**config.mk**
```make
export PLATFORM = sky130hd
export DESIGN_NAME = axi_mem_loader
export DESIGN_NICKNAME = d
export VERILOG_FILES = /design/src/rtl/axi_mem_loader.sv
export SDC_FILE = /design/constraint.sdc
export NUM_CORES = 1
export LEC_CHECK = 0
export ABC_CLOCK_PERIOD_IN_PS = 3100
export BUFFER_PORTS_ARGS = -buffer_cell sky130_fd_sc_hd__buf_2
export CAP_MARGIN = 20
export CORE_ASPECT_RATIO = 1.75
export CORE_MARGIN = 2
export CORE_UTILIZATION = 54
export CTS_BUF_LIST = sky130_fd_sc_hd__clkbuf_16
export DETAILED_ROUTE_END_ITERATION = 8
export PLACE_DENSITY = 0.8
export SLEW_MARGIN = 5
export SYNTH_ARGS = -nofsm -noshare
export SYNTH_HDL_FRONTEND = slang
export SYNTH_SLANG_ARGS = --single-unit
```
**constraint.sdc**
```tcl
create_clock -name clk -period 3.1 [get_ports clk]
set_clock_uncertainty 0.2 [all_clocks]
set_input_delay 0.155 -clock clk [delete_from_list [all_inputs] [get_ports clk]]
set_output_delay 0.155 -clock clk [all_outputs]
set_load 0.01 [all_outputs]
```
**src/rtl/axi_mem_loader.sv**
```systemverilog
// AXI4-Lite write-only slave that turns host word writes into single-cycle program-memory write strobes.
// Optional AXI_MEM_LOADER_WCOUNT_EN adds a saturating count of OKAY memory writes on port wcount.
module axi_mem_loader #(
    parameter logic [31:0] BASE_ADDR = 32'h8000_0000,
    parameter int          MEM_AW    = 9,
    parameter int          DATA_W    = 32
) (
    input  logic              clk,
`ifdef AXI_MEM_LOADER_WCOUNT_EN
    output logic [MEM_AW:0]   wcount,
`endif
    input  logic              reset,
    input  logic [31:0]       s_awaddr,
    input  logic              s_awvalid,
    output logic              s_awready,
    input  logic [DATA_W-1:0] s_wdata,
    input  logic [3:0]        s_wstrb,
    input  logic              s_wvalid,
    output logic              s_wready,
    output logic [1:0]        s_bresp,
    output logic              s_bvalid,
    input  logic              s_bready,
    output logic              axi_mem_w,
    output logic [MEM_AW-1:0] axi_mem_addr,
    output logic [DATA_W-1:0] axi_mem_data
);

    typedef enum logic [1:0] {IDLE, WRITE, RESP} state_t;

    state_t              r_state, w_next;
    logic                r_aw_held, r_w_held;
    logic [31:0]         r_awaddr;
    logic [DATA_W-1:0]   r_wdata;
    logic [3:0]          r_wstrb;
    logic                r_awready, r_wready, r_bvalid, r_ok, r_mem_w;
    logic [1:0]          r_bresp;
    logic [MEM_AW-1:0]   r_mem_addr;
    logic [DATA_W-1:0]   r_mem_data;

    logic                w_aw_hs, w_w_hs, w_capture, w_ok;
    logic [31:0]         w_addr, w_off;
    logic [DATA_W-1:0]   w_data;
    logic [3:0]          w_strb;

    assign w_aw_hs   = s_awvalid & r_awready;
    assign w_w_hs    = s_wvalid & r_wready;
    // Bypass the capture regs so a same-edge handshake can launch the write immediately.
    assign w_addr    = r_aw_held ? r_awaddr : s_awaddr;
    assign w_data    = r_w_held  ? r_wdata  : s_wdata;
    assign w_strb    = r_w_held  ? r_wstrb  : s_wstrb;
    assign w_off     = w_addr - BASE_ADDR;
    assign w_ok      = (w_off[1:0] == 2'b00) && ((w_off >> (MEM_AW + 2)) == 32'd0) && (w_strb == 4'hF);
    assign w_capture = (r_state == IDLE) && (r_aw_held || w_aw_hs) && (r_w_held || w_w_hs);

    always_ff @(posedge clk) begin
        if (reset) r_state <= IDLE;
        else       r_state <= w_next;
    end

    always_comb begin
        w_next = r_state;
        case (r_state)
            IDLE:    if (w_capture) w_next = WRITE;
            WRITE:   w_next = RESP;
            RESP:    if (r_bvalid && s_bready) w_next = IDLE;
            default: w_next = IDLE;
        endcase
    end

    always_ff @(posedge clk) begin
        if (reset) begin
            r_aw_held  <= 1'b0;
            r_w_held   <= 1'b0;
            r_awaddr   <= '0;
            r_wdata    <= '0;
            r_wstrb    <= '0;
            r_awready  <= 1'b0;
            r_wready   <= 1'b0;
            r_bvalid   <= 1'b0;
            r_bresp    <= 2'b00;
            r_ok       <= 1'b0;
            r_mem_w    <= 1'b0;
            r_mem_addr <= '0;
            r_mem_data <= '0;
        end else begin
            r_mem_w <= 1'b0;
            case (r_state)
                IDLE: begin
                    r_awready <= !(r_aw_held || w_aw_hs);
                    r_wready  <= !(r_w_held || w_w_hs);
                    if (w_aw_hs) begin
                        r_aw_held <= 1'b1;
                        r_awaddr  <= s_awaddr;
                    end
                    if (w_w_hs) begin
                        r_w_held <= 1'b1;
                        r_wdata  <= s_wdata;
                        r_wstrb  <= s_wstrb;
                    end
                    if (w_capture) begin
                        r_ok    <= w_ok;
                        r_mem_w <= w_ok;
                        if (w_ok) begin
                            r_mem_addr <= w_off[MEM_AW+1:2];
                            r_mem_data <= w_data;
                        end
                    end
                end
                WRITE: begin
                    r_bvalid <= 1'b1;
                    r_bresp  <= r_ok ? 2'b00 : 2'b10;
                end
                RESP: begin
                    if (s_bready) begin
                        r_bvalid  <= 1'b0;
                        r_bresp   <= 2'b00;
                        r_aw_held <= 1'b0;
                        r_w_held  <= 1'b0;
                        r_awready <= 1'b1;
                        r_wready  <= 1'b1;
                    end
                end
                default: ;
            endcase
        end
    end

`ifdef AXI_MEM_LOADER_WCOUNT_EN
    localparam logic [MEM_AW:0] WC_ONE = 1;
    logic [MEM_AW:0] r_wcount;

    always_ff @(posedge clk) begin
        if (reset)
            r_wcount <= '0;
        else if (r_state == WRITE && r_ok && r_wcount != '1)
            r_wcount <= r_wcount + WC_ONE;
    end

    assign wcount = r_wcount;
`endif

    assign s_awready    = r_awready;
    assign s_wready     = r_wready;
    assign s_bvalid     = r_bvalid;
    assign s_bresp      = r_bresp;
    assign axi_mem_w    = r_mem_w;
    assign axi_mem_addr = r_mem_addr;
    assign axi_mem_data = r_mem_data;

endmodule

```
==> flow_metrics.tcl, run 1 <==
set metrics [dict create \
    status "finished clean" \
    start_util_pct 54.69 \
    yosys.area_share.adder_pct 0 \
    synth-simple-area-share_pct 22.73 \
    dp.cells 797 \
    yosysSeqAreaShare_pct 46.59 \
    finalNonFillerCells 895 \
    clk_pin_slew_ns 0.05 \
    postSynthCellCount 592 \
    synth_largest_area_cell "dfxtp_1" \
    cts_buffer_depth 2 \
    detail_route.first_pass.iterations 4 \
    synth_top_area_share_pct 46.59 \
    num_rows 47 \
    grt_max_degree 75 \
    finalHoldViolCount 0 \
    end_kind "flop" \
    rsz0062_at_grt "no" \
    synth_compound_area_share_pct 9.200 \
    relSlewSlack_pct 52.70 \
    crit_arrival_ns 2.87 \
    insertion_delay_ns 0.40 \
    cts-buffers-inserted 17 \
    io_pins 120 \
    place_ws_ns 0.5030 \
    synth-xor-area-share_pct 0 \
    ys_warn_count 0 \
    overflow 0 \
    cts_resized 0 \
    cpPeakStageDelay_ns 0.54 \
    die_x_um 77.56 \
    cpLargestDelayFamily "buffers and inverters" \
    core_um2 9350 \
    p_leak_nw 3.000 \
    final_antenna_net_count 0 \
    port_buffers 118 \
    period_share_pct 89.83 \
    detail_route.wl_per_cell_um 14.78 \
    drive_gt1_share_pct 24.45 \
    nets 837 \
    power.total_mw 3.701 \
    crit_required_ns 3.18 \
    antennaDiodeCount 0 \
    drc 0 \
    crit_path_start_kind "input pin" \
    drtIter0Drc 225 \
    setup_violations 0 \
    cts_root_buf "clkbuf_16" \
    antenna_found_initial 0 \
    grt_pass1_vias 4899 \
    fmax_ghz 0.3591 \
    setup_ws_ns 0.3152 \
    vias 4752 \
    die_area_um2 10290 \
    synth_top_family_by_area "simple AND/OR/NAND/NOR gates" \
    maxSlewViolCount 0 \
    die_h_um 132.7 \
    yosysUniqueCellTypes 35 \
    synth_nets 665 \
    cts-hold-fix-buffers 69 \
    p_per_area_nw_per_um2 535.2 \
    min_period_ns 2.785 \
    cts_setup_buffers 0 \
    gr-usage-all-layers_pct 26.43 \
    crit_fanout 42 \
    ir_worst_vdd_mv 0.5064 \
    post-route-util_pct 73.96 \
    fill_cells 651 \
    crit_type "in -> reg" \
    crit_buf_inv 3 \
    area_growth_pct 35.23 \
    path_cells "dlygate4sd3_1 -> buf_2 -> or4_1 -> o22a_1 -> a2111oi_4 -> nand3b_4 -> buf_4 -> mux2_1" \
    fin_setup_tns_ns 0 \
    crit_slowest_cell "dlygate4sd3_1" \
    dp_hpwl_um 7806 \
    hp-class "in -> reg" \
    grt_pass1_wl_um 21530 \
    maxCapViolCount 0 \
    cts_max_level 4 \
    cts_tree "yes" \
    viasPerCell 5.309 \
    synth_area_leaders "dfxtp_1 (47%), nand2_1 (10%), mux2i_1 (8.0%)" \
    post_synth.cell_area_avg_um2 8.638 \
    yosys_register_bits 119 \
    globalplace.congestion 0.7785 \
    cts.sinks 119 \
    tightestPinTransition_ns 0.7003 \
    wl_um 13220 \
    synth.cell_area_um2 5114 \
    muxShareOfSynthArea_pct 17.49 \
]
layer usage:
layer  share of wire (%)  vias to the layer above  global-route usage (%)  routed length [um]
met3                 4.1                       30                   6.548                 545
li1                    -                     2304                       -                   -
met4                 2.7                        0                   14.19                 363
met1                  39                     2264                   27.30                5167
met5                   0                        -                       0                   0
met2                  54                      154                   48.07                7148
sequential cells by signal, indices dropped and copies added (netlist names):
register and count:
s_awready 1, r_w_held 1, axi_mem_data 32, r_aw_held 1, axi_mem_w 1, r_wstrb 4, s_bresp 1, r_ok 1
r_wdata 32, s_wready 1, axi_mem_addr 9, r_awaddr 32, s_bvalid 1, r_state 2
cells in the mapped netlist:
master       n
a21oi_1     75
a2111oi_4    1
nor2b_1     43
conb_1       1
nand3_1      4
nor2_1      53
nand2b_1     1
and3_1       3
nand2_1    142
clkbuf_1    31
mux2_4       6
buf_6        4
buf_1        6
mux2i_1     41
a22oi_1      2
a221oi_1     1
and4b_1      1
nor4b_1      1
or4b_1       1
o32ai_1      1
o21ai_0      2
o22a_1       1
mux2_2      31
buf_4        1
nor3_1       4
nor4_1       5
dfxtp_1    119
o21bai_1     1
inv_1        1
mux2_1       4
or4_1        1
nand3b_4     1
buf_2        1
o41ai_1      1
and4_1       1
final timing paths:
path                                                from                           end  slack [ns]  cells past startpoint
worst max-delay path                        s_awaddr[12]  axi_mem_addr[7]$_SDFFE_PP0P_        0.32                      8
worst max register to register    r_aw_held$_SDFFE_PP0P_  axi_mem_addr[7]$_SDFFE_PP0P_        0.43                      6
worst min-delay path                           s_awvalid        s_awready$_SDFFE_PP0P_        0.05                      4
worst min register to register  r_wdata[15]$_SDFFE_PP0P_      r_wdata[15]$_SDFFE_PP0P_        0.25                      2
cell families after synthesis:
group / Yosys count
mux: 82
buf+inv: 44
simple gates: 261
other cells: 1
compound gates: 85
flops: 119
cells in the final DEF (no fill, tap or decap), types with 2 or more instances in the layout:
| cell type | n |
|---|---|
| a21oi_1 | 75 |
| nand2_1 | 142 |
| dlygate4sd3_1 | 69 |
| clkbuf_16 | 17 |
| and3_1 | 3 |
| nor2b_1 | 43 |
| mux2i_1 | 41 |
| mux2_1 | 4 |
| a22oi_1 | 2 |
| nand3_1 | 4 |
| mux2_4 | 6 |
| nor2_1 | 53 |
| clkinv_1 | 4 |
| nor3_1 | 4 |
| buf_2 | 117 |
| mux2_2 | 31 |
| buf_4 | 8 |
| clkinv_2 | 5 |
| inv_1 | 3 |
| nor4_1 | 5 |
| o21ai_0 | 2 |
| dfxtp_1 | 118 |
worst min-delay path: stages:
cell and delay [ns]:
buf_2 0.10, a21oi_1 0.06, nor3_1 0.20, nor3_1 0.09
report_power, final:
| group | internal (mW) | switching [mW] |
|---|---|---|
| Sequential | 1.60 | 0.0395 |
| Combinational | 0.213 | 0.254 |
| Clock | 0.971 | 0.626 |
per-stage QoR:
| step | cell area, um^2 | hold slack, ns |
|---|---|---|
| 6_report | 6915 | 0.04874 |
| 5_1_grt | 6915 | 0.06321 |
| 3_3_place_gp | 5737 | 0.2053 |
| 4_1_cts | 6900 | 0.02047 |
| 2_1_floorplan | 5114 | 0.09096 |
| 3_5_place_dp | 5737 | 0.2138 |
final cells by class:
type | count | area (um^2) | share of cell area (%)
multi-input combinational | 429 | 2531 | 36.60
sequential | 119 | 2384 | 34.47
tap | 122 | 152.6 | 2.207
timing repair buffer | 196 | 1371 | 19.83
inverter | 1 | 3.754 | 0.05428
clock inverter | 11 | 47.55 | 0.6875
clock buffer | 17 | 425.4 | 6.152
Power figures use the tool's default switching activity.
==> run 2: changes to the inputs <==
--- a/config.mk
+++ b/config.mk
@@ -13,8 +13,7 @@
 export CORE_UTILIZATION = 54
 export CTS_BUF_LIST = sky130_fd_sc_hd__clkbuf_16
 export DETAILED_ROUTE_END_ITERATION = 8
-export PLACE_DENSITY = 0.8
-export SLEW_MARGIN = 5
+export PLACE_DENSITY = 0.89
 export SYNTH_ARGS = -nofsm -noshare
 export SYNTH_HDL_FRONTEND = slang
 export SYNTH_SLANG_ARGS = --single-unit
==> run 2 against run 1 <==
Effect of this change:
- count of clock-buffer cells in the layout unchanged
- register-to-register slack better by 0.02 ns
- sequential cell count unchanged
- utilization rose by 0.31 points
- cell area rose by 0.42%
- via count is 1.1% higher
- clock power barely moved
- total power rose by 0.41%
- first-iteration DRC count rose by 35%
- die area unchanged
- final cell count is 0.56% higher
- combinational power barely moved
==> flow_metrics.tcl, run 2 (synthesis gave the netlist of run 1 again) <==
set metrics [dict create \
    wl_um 13840 \
    cts_setup_buffers 0 \
    num_rows 47 \
    dp_hpwl_um 8088 \
    period_share_pct 88.37 \
    overflow 0 \
    finalNonFillerCells 900 \
    ir_worst_vdd_mv 0.4564 \
    rsz0062_at_grt "no" \
    p_per_area_nw_per_um2 535.1 \
    p_seq_share_pct 44.0 \
    grt_pass1_wl_um 22480 \
    drive_gt1_share_pct 24.45 \
    crit_path_start_kind "input pin" \
    start_util_pct 54.69 \
    dp.cells 800 \
    status "finished clean" \
    cpLargestDelayFamily "buffers and inverters" \
    relSlewSlack_pct 50.28 \
    detail_route.first_pass.iterations 6 \
    p_leak_nw 3.026 \
    drc 0 \
    path_cells "dlygate4sd3_1 -> buf_2 -> or4_1 -> o22a_1 -> a2111oi_4 -> nand3b_4 -> buf_12 -> mux2_1" \
    die_area_um2 10290 \
    detail_route.wl_per_cell_um 15.38 \
    p_clk_share_pct 43.3 \
    crit_required_ns 3.20 \
    p_sw_share_pct 25.11 \
    viasPerCell 5.336 \
    crit_type "in -> reg" \
    end_kind "flop" \
    maxCapViolCount 0 \
    final_common_cell "nand2_1" \
    insertion_delay_ns 0.41 \
    cts_tree "yes" \
    globalplace.congestion 0.8022 \
    post-route-util_pct 74.27 \
    place_ws_ns 0.4841 \
    setup_violations 0 \
    p_comb_share_pct 12.6 \
    final_antenna_net_count 0 \
    p_switching_uw 933.2 \
    area_growth_pct 35.80 \
    gr-usage-all-layers_pct 27.71 \
    internal_power_mw 2.783 \
    io_pins 120 \
    fmax_ghz 0.3651 \
    crit_slowest_cell "dlygate4sd3_1" \
    crit_buf_inv 3 \
    clk_pin_slew_ns 0.05 \
    hold_ws_ns 0.02150 \
    hp-class "in -> reg" \
    cts.sinks 119 \
    crit_arrival_ns 2.84 \
    setup_ws_ns 0.3607 \
    cts-buffers-inserted 17 \
    cts_buffer_depth 2 \
    cts_resized 0 \
    min_period_ns 2.739 \
    dpl_cell_area_um2 5772 \
    cts_max_level 4 \
    fill_cells 629 \
    cpPeakStageDelay_ns 0.53 \
    final_area_um2 6944 \
    grt_max_degree 76 \
    core_um2 9350 \
    nets 839 \
    crit_fanout 35 \
    power.total_mw 3.716 \
    cts-hold-fix-buffers 69 \
    maxSlewViolCount 0 \
    finalHoldViolCount 0 \
    fin_setup_tns_ns 0 \
    port_buffers 118 \
    die_h_um 132.7 \
    die_x_um 77.56 \
    drtIter0Drc 303 \
    tightestPinTransition_ns 0.7458 \
    grt_pass1_vias 4959 \
    antenna_found_initial 0 \
    cts_root_buf "clkbuf_16" \
    final_cell_mix "nand2_1 (142), dfxtp_1 (118), buf_2 (117)" \
    vias 4802 \
]
[run 2: cell types whose count changed in the layout (fill, tap and decap cells not counted), sizes merged]
cell	previous run	this run
clkinv	9	8
diode	0	1
buf	127	129
inv	3	6
[run 2: area by class of cell]
cell class / count / area [um^2] / area share, %
timing repair buffer: 198 / 1391 / 20.04
clock buffer: 17 / 425.4 / 6.126
inverter: 1 / 3.754 / 0.05405
antenna: 1 / 2.502 / 0.03604
tap: 122 / 152.6 / 2.198
sequential: 119 / 2384 / 34.32
clock inverter: 13 / 53.80 / 0.7748
multi-input combinational: 429 / 2531 / 36.45
[run 2: power by group through the flow]
stage	Sequential [mW]	Clock (mW)	Combinational (mW)
floorplan	1.66	0	0.264
CTS	1.63	1.62	0.458
global placement	1.66	0	0.371
global route	1.64	1.70	0.516
detailed placement	1.66	0	0.387
finish	1.64	1.61	0.469
[run 2: path summary, 6_finish.rpt]
check	cells after the start	end	from	slack [ns]
setup / recovery	8	axi_mem_addr[7]$_SDFFE_PP0P_	s_awaddr[12]	0.36
hold / removal	4	s_wready$_SDFFE_PP0P_	s_wvalid	0.02
setup reg to reg	6	axi_mem_addr[7]$_SDFFE_PP0P_	r_aw_held$_SDFFE_PP0P_	0.45
hold reg to reg	2	r_wdata[22]$_SDFFE_PP0P_	r_wdata[22]$_SDFFE_PP0P_	0.25
[run 2: metal layers]
layer  share of wire [%]  track usage (%)  vias to the layer above
met5                   0                0                        -
met4                 4.3            14.78                        0
met3                 4.7            7.026                       49
met2                  53            49.81                      198
met1                  38            29.09                     2245
li1                    -                -                     2310
[run 2: worst min-delay path, cell delays in order]
cell     delay, ns
buf_2         0.11
a21oi_1       0.17
o32ai_1       0.09
nor2_1        0.07
==> run 3: changes to the inputs <==
--- a/config.mk
+++ b/config.mk
@@ -10,10 +10,10 @@
 export CAP_MARGIN = 20
 export CORE_ASPECT_RATIO = 1.75
 export CORE_MARGIN = 2
-export CORE_UTILIZATION = 54
-export CTS_BUF_LIST = sky130_fd_sc_hd__clkbuf_16
+export CORE_UTILIZATION = 56
+export CTS_BUF_LIST = sky130_fd_sc_hd__clkbuf_4
 export DETAILED_ROUTE_END_ITERATION = 8
-export PLACE_DENSITY = 0.89
+export PLACE_DENSITY = 0.92
 export SYNTH_ARGS = -nofsm -noshare
 export SYNTH_HDL_FRONTEND = slang
 export SYNTH_SLANG_ARGS = --single-unit
==> run 3 against run 2 <==
Effect of this change:
- via count increased by 1.6%
- worst hold slack improved by 0.20 ns
- global-route usage increased by 0.32 points
- count of clock-buffer cells in the layout increased by 7
- highest routed layer unchanged
- non-clock buffer count increased by 7
- sequential cell count unchanged
==> flow_metrics.tcl, run 3 (synthesis gave the netlist of run 1 again) <==
set metrics [dict create \
    status "finished clean" \
    final_area_um2 6743 \
    globalplace.congestion 0.8177 \
    power.total_mw 2.997 \
    cts_buffer_depth 2 \
    die_x_um 76.24 \
    fin_setup_tns_ns 0 \
    hold_ws_ns 0.2248 \
    final_antenna_net_count 0 \
    min_period_ns 2.643 \
    die_area_um2 9942 \
    relSlewSlack_pct 54.55 \
    cpPeakStageDelay_ns 0.50 \
    place_ws_ns 0.4804 \
    tightestPinTransition_ns 0.6729 \
    crit_required_ns 3.31 \
    cts.sinks 119 \
    met1_length_um 5076 \
    setup_ws_ns 0.4565 \
    maxCapViolCount 0 \
    core_um2 8979 \
    wl_um 14070 \
    detail_route.wl_per_cell_um 15.51 \
    area_growth_pct 31.86 \
    end_kind "flop" \
    start_util_pct 56.95 \
    port_buffers 118 \
    finalHoldViolCount 0 \
    drive_gt1_share_pct 24.84 \
    dp_hpwl_um 8241 \
    die_h_um 130.4 \
    cts_tree "yes" \
    antenna_found_initial 1 \
    period_share_pct 85.27 \
    crit_path_start_kind "flop" \
    finalNonFillerCells 907 \
    p_leak_nw 2.936 \
    num_rows 46 \
    grt_max_degree 95 \
    cts_max_level 4 \
    final_common_cell "nand2_1" \
    wl_met3_um 653 \
    crit_slowest_cell "or4_1" \
    nets 846 \
    fmax_ghz 0.3783 \
    cts_root_buf "clkbuf_4" \
    detail_route.first_pass.iterations 4 \
    crit_buf_inv 1 \
    crit_fanout 42 \
    clk_pin_slew_ns 0.10 \
    dpl_cell_area_um2 5734 \
    io_pins 120 \
    grt_pass1_vias 4830 \
    grt_pass1_wl_um 21830 \
    crit_arrival_ns 2.85 \
    drtIter0Drc 204 \
    cpLargestDelayFamily "compound AO/OA/AOI/OAI gates" \
    final_cell_mix "nand2_1 (142), dfxtp_1 (118), buf_2 (117)" \
    vias 4880 \
    maxSlewViolCount 0 \
    crit_type "reg -> reg" \
    dp.cells 795 \
    overflow 0 \
    drc 0 \
    cts-buffers-inserted 17 \
    setup_violations 0 \
    hp-class "in -> reg" \
    viasPerCell 5.380 \
    highest_layer "met4" \
    insertion_delay_ns 0.52 \
    rsz0062_at_grt "no" \
    path_cells "or4_1 -> o22a_1 -> a2111oi_4 -> nand3b_4 -> buf_4 -> mux2_1" \
    post-route-util_pct 75.10 \
    wl_met2_um 7660 \
    p_per_area_nw_per_um2 444.5 \
    ir_worst_vdd_mv 0.3635 \
    gr-usage-all-layers_pct 28.03 \
]
## run 3: area by class of cell
type	instances	area [um^2]
Multi-Input combinational cell	429	2531
Sequential cell	119	2384
Fill cell	599	2236
Timing Repair Buffer	205	1458
Clock buffer	24	180.2
Tap cell	120	150.1
Clock inverter	7	31.28
Antenna cell	2	5.005
Inverter	1	3.754
## run 3: layer usage
layer  GRT usage [%]  vias to the layer above
met1           27.28                     2305
met2           52.68                      184
met3           6.868                       58
met5               0                        -
met4           18.18                        0
li1                -                     2333
## run 3: timing repair
action / 4_1_cts / 5_1_grt
endpoints found under the hold margin: 119 / 0
gates resized for setup: 0 / 0
setup buffers: 0 / 0
hold buffers: 78 / 0
## run 3: worst register-to-register path, cell delays in order (launching register included)
cell and delay, ns:
dfxtp_1 0.34, or4_1 0.50, o22a_1 0.25, a2111oi_4 0.41
nand3b_4 0.10, buf_4 0.32, mux2_1 0.42
## run 3: where the power goes
part / total, mW / internal (mW) / switching [mW]
Clock: 0.885 / 0.362 / 0.523
Combinational: 0.478 / 0.220 / 0.258
Sequential: 1.63 / 1.59 / 0.0414
Total: 3.00 / 2.17 / 0.823
## run 3: worst paths after layout
check                           start                            end  slack (ns)  depth (start not counted)
max            r_aw_held$_SDFFE_PP0P_  axi_mem_data[29]$_SDFFE_PP0P_        0.46                          6
min                        s_wdata[8]        r_wdata[8]$_SDFFE_PP0P_        0.22                          4
max reg2reg    r_aw_held$_SDFFE_PP0P_  axi_mem_data[29]$_SDFFE_PP0P_        0.46                          6
min reg2reg  r_awaddr[9]$_SDFFE_PP0P_       r_awaddr[9]$_SDFFE_PP0P_        0.26                          2
